File: src/rtl/vga_sync_gen_pkg.sv
// VGA sync generator shared definitions.
// Default 640x480@60 timing, sync polarities and output widths.
package vga_sync_gen_pkg;

    localparam int H_ACTIVE_DEF = 640;
    localparam int H_FRONT_DEF  = 16;
    localparam int H_SYNC_DEF   = 96;
    localparam int H_BACK_DEF   = 48;
    localparam int V_ACTIVE_DEF = 480;
    localparam int V_FRONT_DEF  = 10;
    localparam int V_SYNC_DEF   = 2;
    localparam int V_BACK_DEF   = 33;

    localparam bit SYNC_ACTIVE_LOW  = 1'b0;
    localparam bit SYNC_ACTIVE_HIGH = 1'b1;

    localparam int X_W = 10;
    localparam int Y_W = 11;

    typedef struct packed {
        logic hs;
        logic vs;
    } sync_t;

    function automatic logic sync_level(bit pol, logic act);
        return pol ? act : ~act;
    endfunction

endpackage

File: src/rtl/vga_axis_cnt.sv
// One VGA timing axis: wrapping counter plus visible/sync flags.
// Flags describe the value the counter is about to load.
module vga_axis_cnt #(
    parameter int W      = 10,
    parameter int ACTIVE = 640,
    parameter int FRONT  = 16,
    parameter int SYNC   = 96,
    parameter int BACK   = 48
) (
    input  logic         clk,
    input  logic         rst,
    input  logic         inc,
    output logic [W-1:0] cnt,
    output logic         wrap,
    output logic         active,
    output logic         sync_raw
);

    localparam int TOTAL = ACTIVE + FRONT + SYNC + BACK;

    localparam logic [W-1:0] LAST   = W'(TOTAL - 1);
    localparam logic [W:0]   ACT_E  = (W + 1)'(ACTIVE);
    localparam logic [W:0]   SYNC_B = (W + 1)'(ACTIVE + FRONT);
    localparam logic [W:0]   SYNC_E = (W + 1)'(ACTIVE + FRONT + SYNC);

    logic [W-1:0] cnt_nxt;
    logic [W:0]   nxt_x;

    assign wrap = inc && (cnt == LAST);

    always_comb begin
        cnt_nxt = cnt;
        if (wrap) begin
            cnt_nxt = '0;
        end else if (inc) begin
            cnt_nxt = cnt + W'(1);
        end
    end

    assign nxt_x    = {1'b0, cnt_nxt};
    assign active   = nxt_x < ACT_E;
    assign sync_raw = (nxt_x >= SYNC_B) && (nxt_x < SYNC_E);

    always_ff @(posedge clk or posedge rst) begin
        if (rst) begin
            cnt <= '0;
        end else begin
            cnt <= cnt_nxt;
        end
    end

endmodule

File: src/rtl/vga_sync_gen.sv
// VGA timing generator: pixel tick divider, H/V counters,
// x/y/pxl_en, line/frame pulses and pipelined hsync/vsync.
module vga_sync_gen
    import vga_sync_gen_pkg::*;
#(
    parameter int CLK_DIV  = 2,
    parameter int H_ACTIVE = H_ACTIVE_DEF,
    parameter int H_FRONT  = H_FRONT_DEF,
    parameter int H_SYNC   = H_SYNC_DEF,
    parameter int H_BACK   = H_BACK_DEF,
    parameter int V_ACTIVE = V_ACTIVE_DEF,
    parameter int V_FRONT  = V_FRONT_DEF,
    parameter int V_SYNC   = V_SYNC_DEF,
    parameter int V_BACK   = V_BACK_DEF,
    parameter bit SYNC_POL = SYNC_ACTIVE_LOW,
    parameter int PIPE_DLY = 1
) (
    input  logic           clk,
    input  logic           rst,
    output logic [X_W-1:0] x,
    output logic [Y_W-1:0] y,
    output logic           pxl_en,
    output logic           hsync,
    output logic           vsync,
    output logic           line_start,
    output logic           frame_start
);

    localparam int H_TOTAL = H_ACTIVE + H_FRONT + H_SYNC + H_BACK;
    localparam int V_TOTAL = V_ACTIVE + V_FRONT + V_SYNC + V_BACK;
    localparam int DW      = (CLK_DIV > 1) ? $clog2(CLK_DIV) : 1;

    localparam logic [DW-1:0] DIV_LAST = DW'(CLK_DIV - 1);

    if (H_TOTAL > 1024) begin : g_h_chk
        $error("vga_sync_gen: H_TOTAL exceeds 1024");
    end
    if (V_TOTAL > 2048) begin : g_v_chk
        $error("vga_sync_gen: V_TOTAL exceeds 2048");
    end
    if (CLK_DIV < 1) begin : g_div_chk
        $error("vga_sync_gen: CLK_DIV must be at least 1");
    end
    if (PIPE_DLY < 0 || PIPE_DLY > 4) begin : g_dly_chk
        $error("vga_sync_gen: PIPE_DLY must be 0..4");
    end

    logic [DW-1:0] div_cnt;
    logic          tick;
    logic          h_wrap;
    logic          v_wrap;
    logic          h_act;
    logic          v_act;
    logic          h_sync_raw;
    logic          v_sync_raw;
    sync_t         pipe [PIPE_DLY+1];

    assign tick = (div_cnt == DIV_LAST);

    always_ff @(posedge clk or posedge rst) begin
        if (rst) begin
            div_cnt <= '0;
        end else if (tick) begin
            div_cnt <= '0;
        end else begin
            div_cnt <= div_cnt + DW'(1);
        end
    end

    vga_axis_cnt #(
        .W      (X_W),
        .ACTIVE (H_ACTIVE),
        .FRONT  (H_FRONT),
        .SYNC   (H_SYNC),
        .BACK   (H_BACK)
    ) u_h_cnt (
        .clk      (clk),
        .rst      (rst),
        .inc      (tick),
        .cnt      (x),
        .wrap     (h_wrap),
        .active   (h_act),
        .sync_raw (h_sync_raw)
    );

    vga_axis_cnt #(
        .W      (Y_W),
        .ACTIVE (V_ACTIVE),
        .FRONT  (V_FRONT),
        .SYNC   (V_SYNC),
        .BACK   (V_BACK)
    ) u_v_cnt (
        .clk      (clk),
        .rst      (rst),
        .inc      (tick & h_wrap),
        .cnt      (y),
        .wrap     (v_wrap),
        .active   (v_act),
        .sync_raw (v_sync_raw)
    );

    // pxl_en only moves on ticks, so it stays low until the first tick after reset
    always_ff @(posedge clk or posedge rst) begin
        if (rst) begin
            pxl_en      <= 1'b0;
            line_start  <= 1'b0;
            frame_start <= 1'b0;
        end else begin
            line_start  <= h_wrap;
            frame_start <= h_wrap & v_wrap;
            if (tick) begin
                pxl_en <= h_act & v_act;
            end
        end
    end

    // Stage 0 aligns with x/y; each further stage adds one clk of lag
    always_ff @(posedge clk or posedge rst) begin
        if (rst) begin
            for (int i = 0; i <= PIPE_DLY; i++) begin
                pipe[i] <= '0;
            end
        end else begin
            pipe[0].hs <= h_sync_raw;
            pipe[0].vs <= v_sync_raw;
            for (int i = 1; i <= PIPE_DLY; i++) begin
                pipe[i] <= pipe[i-1];
            end
        end
    end

    assign hsync = sync_level(SYNC_POL, pipe[PIPE_DLY].hs);
    assign vsync = sync_level(SYNC_POL, pipe[PIPE_DLY].vs);

endmodule

File: config.mk
export PLATFORM = sky130hd
export DESIGN_NAME = vga_sync_gen
export DESIGN_NICKNAME = d
export VERILOG_FILES = /design/src/rtl/vga_sync_gen_pkg.sv /design/src/rtl/vga_axis_cnt.sv /design/src/rtl/vga_sync_gen.sv
export SDC_FILE = /design/constraint.sdc
export NUM_CORES = 1
export LEC_CHECK = 0
export ABC_AREA = 0
export ABC_CLOCK_PERIOD_IN_PS = 5200
export CAP_MARGIN = 20
export CORE_UTILIZATION = 35
export CTS_CLUSTER_SIZE = 20
export DETAILED_ROUTE_END_ITERATION = 7
export RECOVER_POWER = 25
export SETUP_SLACK_MARGIN = 0.1
export SLEW_MARGIN = 20
export SYNTH_ARGS = -nofsm -noshare
export SYNTH_HDL_FRONTEND = slang
export SYNTH_SLANG_ARGS = --single-unit
File: constraint.sdc
create_clock -name clk -period 5.2 [get_ports clk]
set_clock_uncertainty 0.1 [all_clocks]
set_input_delay 1.56 -clock clk [delete_from_list [all_inputs] [get_ports clk]]
set_output_delay 1.56 -clock clk [all_outputs]
set_load 0.01 [all_outputs]
==> impl_metrics.ini <==
[pwr]
p_leak_nw = 0.834
p_per_area_mw_per_mm2 = 247
finalPower_mw = 0.469
vdd_drop_max_mv = 0.0996

[job]
drv_cap = 0

[grt]
groute.layer.met3.usage_pct = 5.07
grt_pass1_wl_um = 5240
grtUsageMet2_pct = 26.4
antenna_found_initial = 0
grt_max_degree = 30
top_usage_layer = met2
grt-ovfl-total = 0
track_usage_pct = 15.8
grt_use_met1_pct = 19.0
grt_pass1_vias = 1090

[synthesis]
synth_simple_gate_area_share_pct = 22.2
synth_cell_types = 42
synth_edf_count = 0
ys_seq_elements = 29
avgSynthCellArea_um2 = 10.6
yosys_warnings = 0
synthTopCellsByArea = dfrtp_1 (48%), xnor2_1 (5.8%), nor2_1 (3.2%)
ys_async_sr_fraction_pct = 100
yosysTopAreaCell = dfrtp_1
syn_nets = 147
synth_area_mm2 = 0.00151
yosysMostFrequentCell = dfrtp_1
synth_ff_type = dfrtp_1
yosysSeqAreaShare_pct = 48.2
synth-xor-area-share_pct = 9.14
ys_top_cells_by_count = dfrtp_1 (29), nor2_1 (13), xnor2_1 (10)
muxShareOfSynthArea_pct = 2.08
synth_top_family_by_area = simple AND/OR/NAND/NOR gates
yosys.area.top_type_share_pct = 48.2
synthAdderAreaFrac_pct = 2.49
synthCells = 142
synth_compound_area_share_pct = 10.7

[clock_tree]
cts_buffers = 5
cts_root_buf = clkbuf_8
cts_resized = 0
insertion_delay_ns = 0.28
cts_tree = built
h-tree-depth = 2
clk_path_buf_depth = 2
cts_hold_buf = 0
clk_pin_slew_ns = 0.06
cts_setup_buffers = 0
clkSinkCount = 29

[detailed_routing]
dr.first_iter.drc_count = 50
wl_um = 3120
ant_nets = 0
dr.pass1.iters = 4
vias = 1157
wl_per_cell_um = 14.1
via_per_inst = 5.21
drcViolationCount = 0

[place]
portBuffers = 27
post-dp-hpwl_um = 2210
dp_slack_ns = 2.15
dpl-instance-area_mm2 = 0.00181
finalWeightedCongestion = 0.797

[timing]
finalCritPeriodShare_pct = 60.2
fmax_ghz = 0.320
slew-limit-headroom_pct = 52.6
tns_ns = 0
finalMaxSlewViolations = 0
hold_violations = 0
rsz0062_at_grt = false
period_needed_ns = 3.13
tightest_slew_ns = 0.707
setup_viol = 0
fin_ws_ns = 2.07

[floorplanning]
dieArea_mm2 = 0.00457
initial_core_util_pct = 37.1
io_pins = 28
core_mm2 = 0.00406
die_w_um = 67.6
rows = 23
chipHeight_um = 67.6

[status]
status = finished clean

[worst_setup_path]
start_kind = register
crit_path_end_kind = register
cp_max_fo = 18
arrival_ns = 3.20
path_class = register to register
cp.required_ns = 5.27

[layout]
final_util_pct = 46.9
drive_above_1_share_pct = 8.72
final_area_mm2 = 0.00190
nets = 176
area.growth.synth_to_final_pct = 26.3
antennaDiodeCount = 0
fillers = 374

[min_path]
hold_class = register to register
## layout by cell type, fill, tap and decap left out, drive strengths merged, types with 2 or more instances in the layout
master,count
xnor2,12
and4,2
a221oi,2
dfrtp,29
nor3,2
a22o,2
and2,5
clkdlybuf4s50,27
mux2i,2
clkbuf,7
nor2,13
nand4,8
inv,8
xor2,2
nand2,9
o21ai,9
nand3,6
ha,3
and3,3
a21oi,4
## worst max-delay path, stage by stage, from the launching register on
cell,delay (ns)
dfrtp_1,0.42
or3b_1,0.44
or4_1,0.65
clkinvlp_2,0.52
nand3_1,0.22
xnor2_2,0.19
nand3_1,0.16
nor4b_2,0.33
## path summary, 6_finish.rpt
| check | startpoint | endpoint | slack [ns] | depth (start not counted) |
|---|---|---|---|---|
| min | pipe[3]$_DFF_PP0_ | pipe[1]$_DFF_PP0_ | 0.25 | 0 |
| min in group asynchronous | rst | u_v_cnt.cnt[9]$_DFF_PP0_ | 1.57 | 2 |
| max reg2reg | u_h_cnt.cnt[6]$_DFF_PP0_ | pipe[2]$_DFF_PP0_ | 2.07 | 7 |
| min reg2reg | pipe[3]$_DFF_PP0_ | pipe[1]$_DFF_PP0_ | 0.25 | 0 |
| max | u_h_cnt.cnt[6]$_DFF_PP0_ | pipe[2]$_DFF_PP0_ | 2.07 | 7 |
| max in group asynchronous | rst | u_h_cnt.cnt[5]$_DFF_PP0_ | 3.03 | 2 |
## cell type report
cell class	instances	area, um2	area share (%)
Sequential cell	29	726	38.1
Multi-Input combinational cell	99	693	36.4
Timing Repair Buffer	27	270	14.2
Clock buffer	7	86.3	4.54
Tap cell	50	62.6	3.29
Inverter	9	35.0	1.84
Clock inverter	1	30.0	1.58
## cells by family after synthesis
logic type               Yosys count
AND/OR/NAND/NOR                   55
flip-flops                        29
AO/OA/AOI/OAI                     24
XOR/XNOR                          14
buffers and inverters             14
multiplexers                       3
adder cells (fa/ha/maj)            3
## through the flow
step	instances	hold WS (ns)
after floorplan	142	0.231
after global placement	214	0.236
after detailed placement	214	0.237
after global routing	222	0.269
final	222	0.249
after CTS	222	0.251
## metal layers
layer,wire length (um),part of all wire (%)
met5,0,0
met1,1380,44
met4,44,1.4
met2,1570,50
met3,127,4.1
## state kept, by name (all words and copies together) (netlist names)
name,cells
pipe,4
u_h_cnt.cnt,10
pxl_en,1
u_v_cnt.cnt,11
frame_start,1
div_cnt,1
line_start,1
## where the power goes
group | switching (mW) | leakage (nW) | internal (mW) | total [mW]
clock network | 0.0825 | 0.0585 | 0.156 | 0.238
logic | 0.00432 | 0.390 | 0.000725 | 0.00504
registers | 0 | 0.386 | 0.226 | 0.226
No activity file was read; power rests on OpenSTA's default activity.
==> patch (same flow settings) <==
One comparison of `cnt` changes from == to >=.
--- a/src/rtl/vga_axis_cnt.sv
+++ b/src/rtl/vga_axis_cnt.sv
@@ -27,5 +27,5 @@
     logic [W:0]   nxt_x;
 
-    assign wrap = inc && (cnt == LAST);
+    assign wrap = inc && (cnt >= LAST);
 
     always_comb begin
Formal check against the unedited RTL: same outputs for any inputs over 10 cycles, from zero or initial values and one cycle with rst high; that may be too few to reach the edited logic, so the function may still have changed.
==> patch against the original RTL <==
  * The flow now finishes with violations (DRC)
  * Hold slack better by 11 ps
  * Core utilization is 2.8 points lower
  * Register-to-register slack better by 410 ps
  * Routed wire length is 20% higher
  * Synthesized area is 9.2% higher
  * Sequential cell count stayed put
  * Clock power is 24% lower
  * Sequential power hardly changed
  * Total power is 12% lower
  * Worst setup slack better by 45 ps
  * Cell area is 3.0% higher
  * Critical path type is now flip-flop to primary output
  * Non-clock buffer count stayed put
  * Highest routed layer unchanged
==> patch: results (changes against the original RTL) <==
INFO  setup_path     highest_fanout_seen_on_the_critical_path=11 [was 18]
INFO  setup_path     rr_startpoint=u_h_cnt.cnt[0]$_DFF_PP0_ [was u_h_cnt.cnt[6]$_DFF_PP0_]
INFO  setup_path     critical_path.top_delay_family=buffers and inverters [was simple AND/OR/NAND/NOR gates]
INFO  place          dp.final_hpwl=2.59mm [was 2.21 mm]
INFO  grt            global_route_wire_length_before_repair=6.57mm [was 5.24 mm]
INFO  place          total_placed_cells_including_tap_cells=242 [was 214]
INFO  power_and_ir_drop ir_worst_vdd=107uV [was 99.6 uV]
INFO  setup_path     cp_slowest_stage_delay=610ps [was 650 ps]
INFO  outcome        failed_checks=DRC
INFO  synthesis      synth.top_cells.by_area=sky130_fd_sc_hd__dfrtp_1 (44%), sky130_fd_sc_hd__nand2_1 (3.7%), sky130_fd_sc_hd__nor2_1 (3.2%) [was sky130_fd_sc_hd__dfrtp_1 (48%), sky130_fd_sc_hd__xnor2_1 (5.8%), sky130_fd_sc_hd__nor2_1 (3.2%)]
INFO  final_layout   finish.net_count=202 [was 176]
INFO  synthesis      ys_seq_area_frac=0.441 [was 0.482]
INFO  route          post_drt_wl_per_cell=15.0um [was 14.1 um]
INFO  outcome        run_status=complete, but fails checks [was finished clean]
INFO  synthesis      netlist-cell-type-count=48 [was 42]
INFO  synthesis      most_numerous_cell_types_in_the_synthesized_netlist=sky130_fd_sc_hd__dfrtp_1 (29), sky130_fd_sc_hd__nand2_1 (16), sky130_fd_sc_hd__nor2_1 (14) [was sky130_fd_sc_hd__dfrtp_1 (29), sky130_fd_sc_hd__nor2_1 (13), sky130_fd_sc_hd__xnor2_1 (10)]
INFO  route          met3_wirelength_from_detailed_routing=167um [was 127 um]
INFO  route          route.detailed.vias_per_inst=5.52 [was 5.21]
INFO  final_layout   post_route_cells_drive_above_1_share=0.0758 [was 0.0872]
INFO  sta            slew_headroom=0.548 [was 0.526]
INFO  sta            final.hold.worst_slack=260ps [was 249 ps]
INFO  setup_path     r2r_setup_slack=2480ps [was 2070 ps]
INFO  route          drc=3 [was 0]
INFO  route          wirelength_met1=1.83mm [was 1.38 mm]
INFO  grt            track_usage=0.168 [was 0.158]
INFO  min_path       min_to=pipe[0]$_DFF_PP0_ [was pipe[1]$_DFF_PP0_]
INFO  synthesis      syn-num-nets=179 [was 147]
INFO  setup_path     slowest_stage=sky130_fd_sc_hd__clkdlybuf4s50_1 [was sky130_fd_sc_hd__or4_1]
INFO  route          drtPass1Iterations=6 [was 4]
INFO  min_path       holdCritStartpoint=pipe[2]$_DFF_PP0_ [was pipe[3]$_DFF_PP0_]
INFO  setup_path     critPathArrivalTime=1420ps [was 3200 ps]
[patch: final cells by class]
type / instances / area (sq um)
fillers: 447 / 2480
multi-input cells: 123 / 774
flip-flops and latches: 29 / 726
repair buffers: 27 / 270
clock buffers: 6 / 72.6
well taps: 52 / 65.1
inverters: 11 / 41.3
clock inverters: 2 / 10.0
[patch: cells by family after synthesis]
logic type / count (synthesis) / share of synthesized area
buffers and inverters: 22 / 0.0745
XOR/XNOR: 7 / 0.0373
multiplexers: 2 / 0.0122
AO/OA/AOI/OAI: 43 / 0.187
AND/OR/NAND/NOR: 68 / 0.225
flip-flops: 29 / 0.441
adder cells (fa/ha/maj): 3 / 0.0228
[patch: metal layers]
metal / vias to the layer above / GRT usage
met1: 670 / 0.233
met4: 0 / 0.0600
met2: 37 / 0.255
met3: 2 / 0.0427
met5: - / 0
li1: 671 / -
[patch: worst max-delay path by stage]
stage | startpoint | end | slack (ps) | depth (start not counted)
final | u_v_cnt.cnt[5]$_DFF_PP0_ | y[5] | 2120 | 1
after global routing | u_v_cnt.cnt[5]$_DFF_PP0_ | y[5] | 2040 | 1
after CTS | u_v_cnt.cnt[5]$_DFF_PP0_ | y[5] | 2100 | 1
after detailed placement | rst | u_h_cnt.cnt[2]$_DFF_PP0_ | 2160 | 2
after global placement | rst | u_h_cnt.cnt[0]$_DFF_PP0_ | 2210 | 2
after floorplan | rst | div_cnt$_DFF_PP0_ | 2930 | 1
[patch: report_power, final]
| group | total (mW) | internal [mW] | switching (mW) |
|---|---|---|---|
| registers | 0.226 | 0.226 | 0 |
| clock network | 0.180 | 0.0925 | 0.0873 |
| logic | 0.00518 | 0.000724 | 0.00446 |
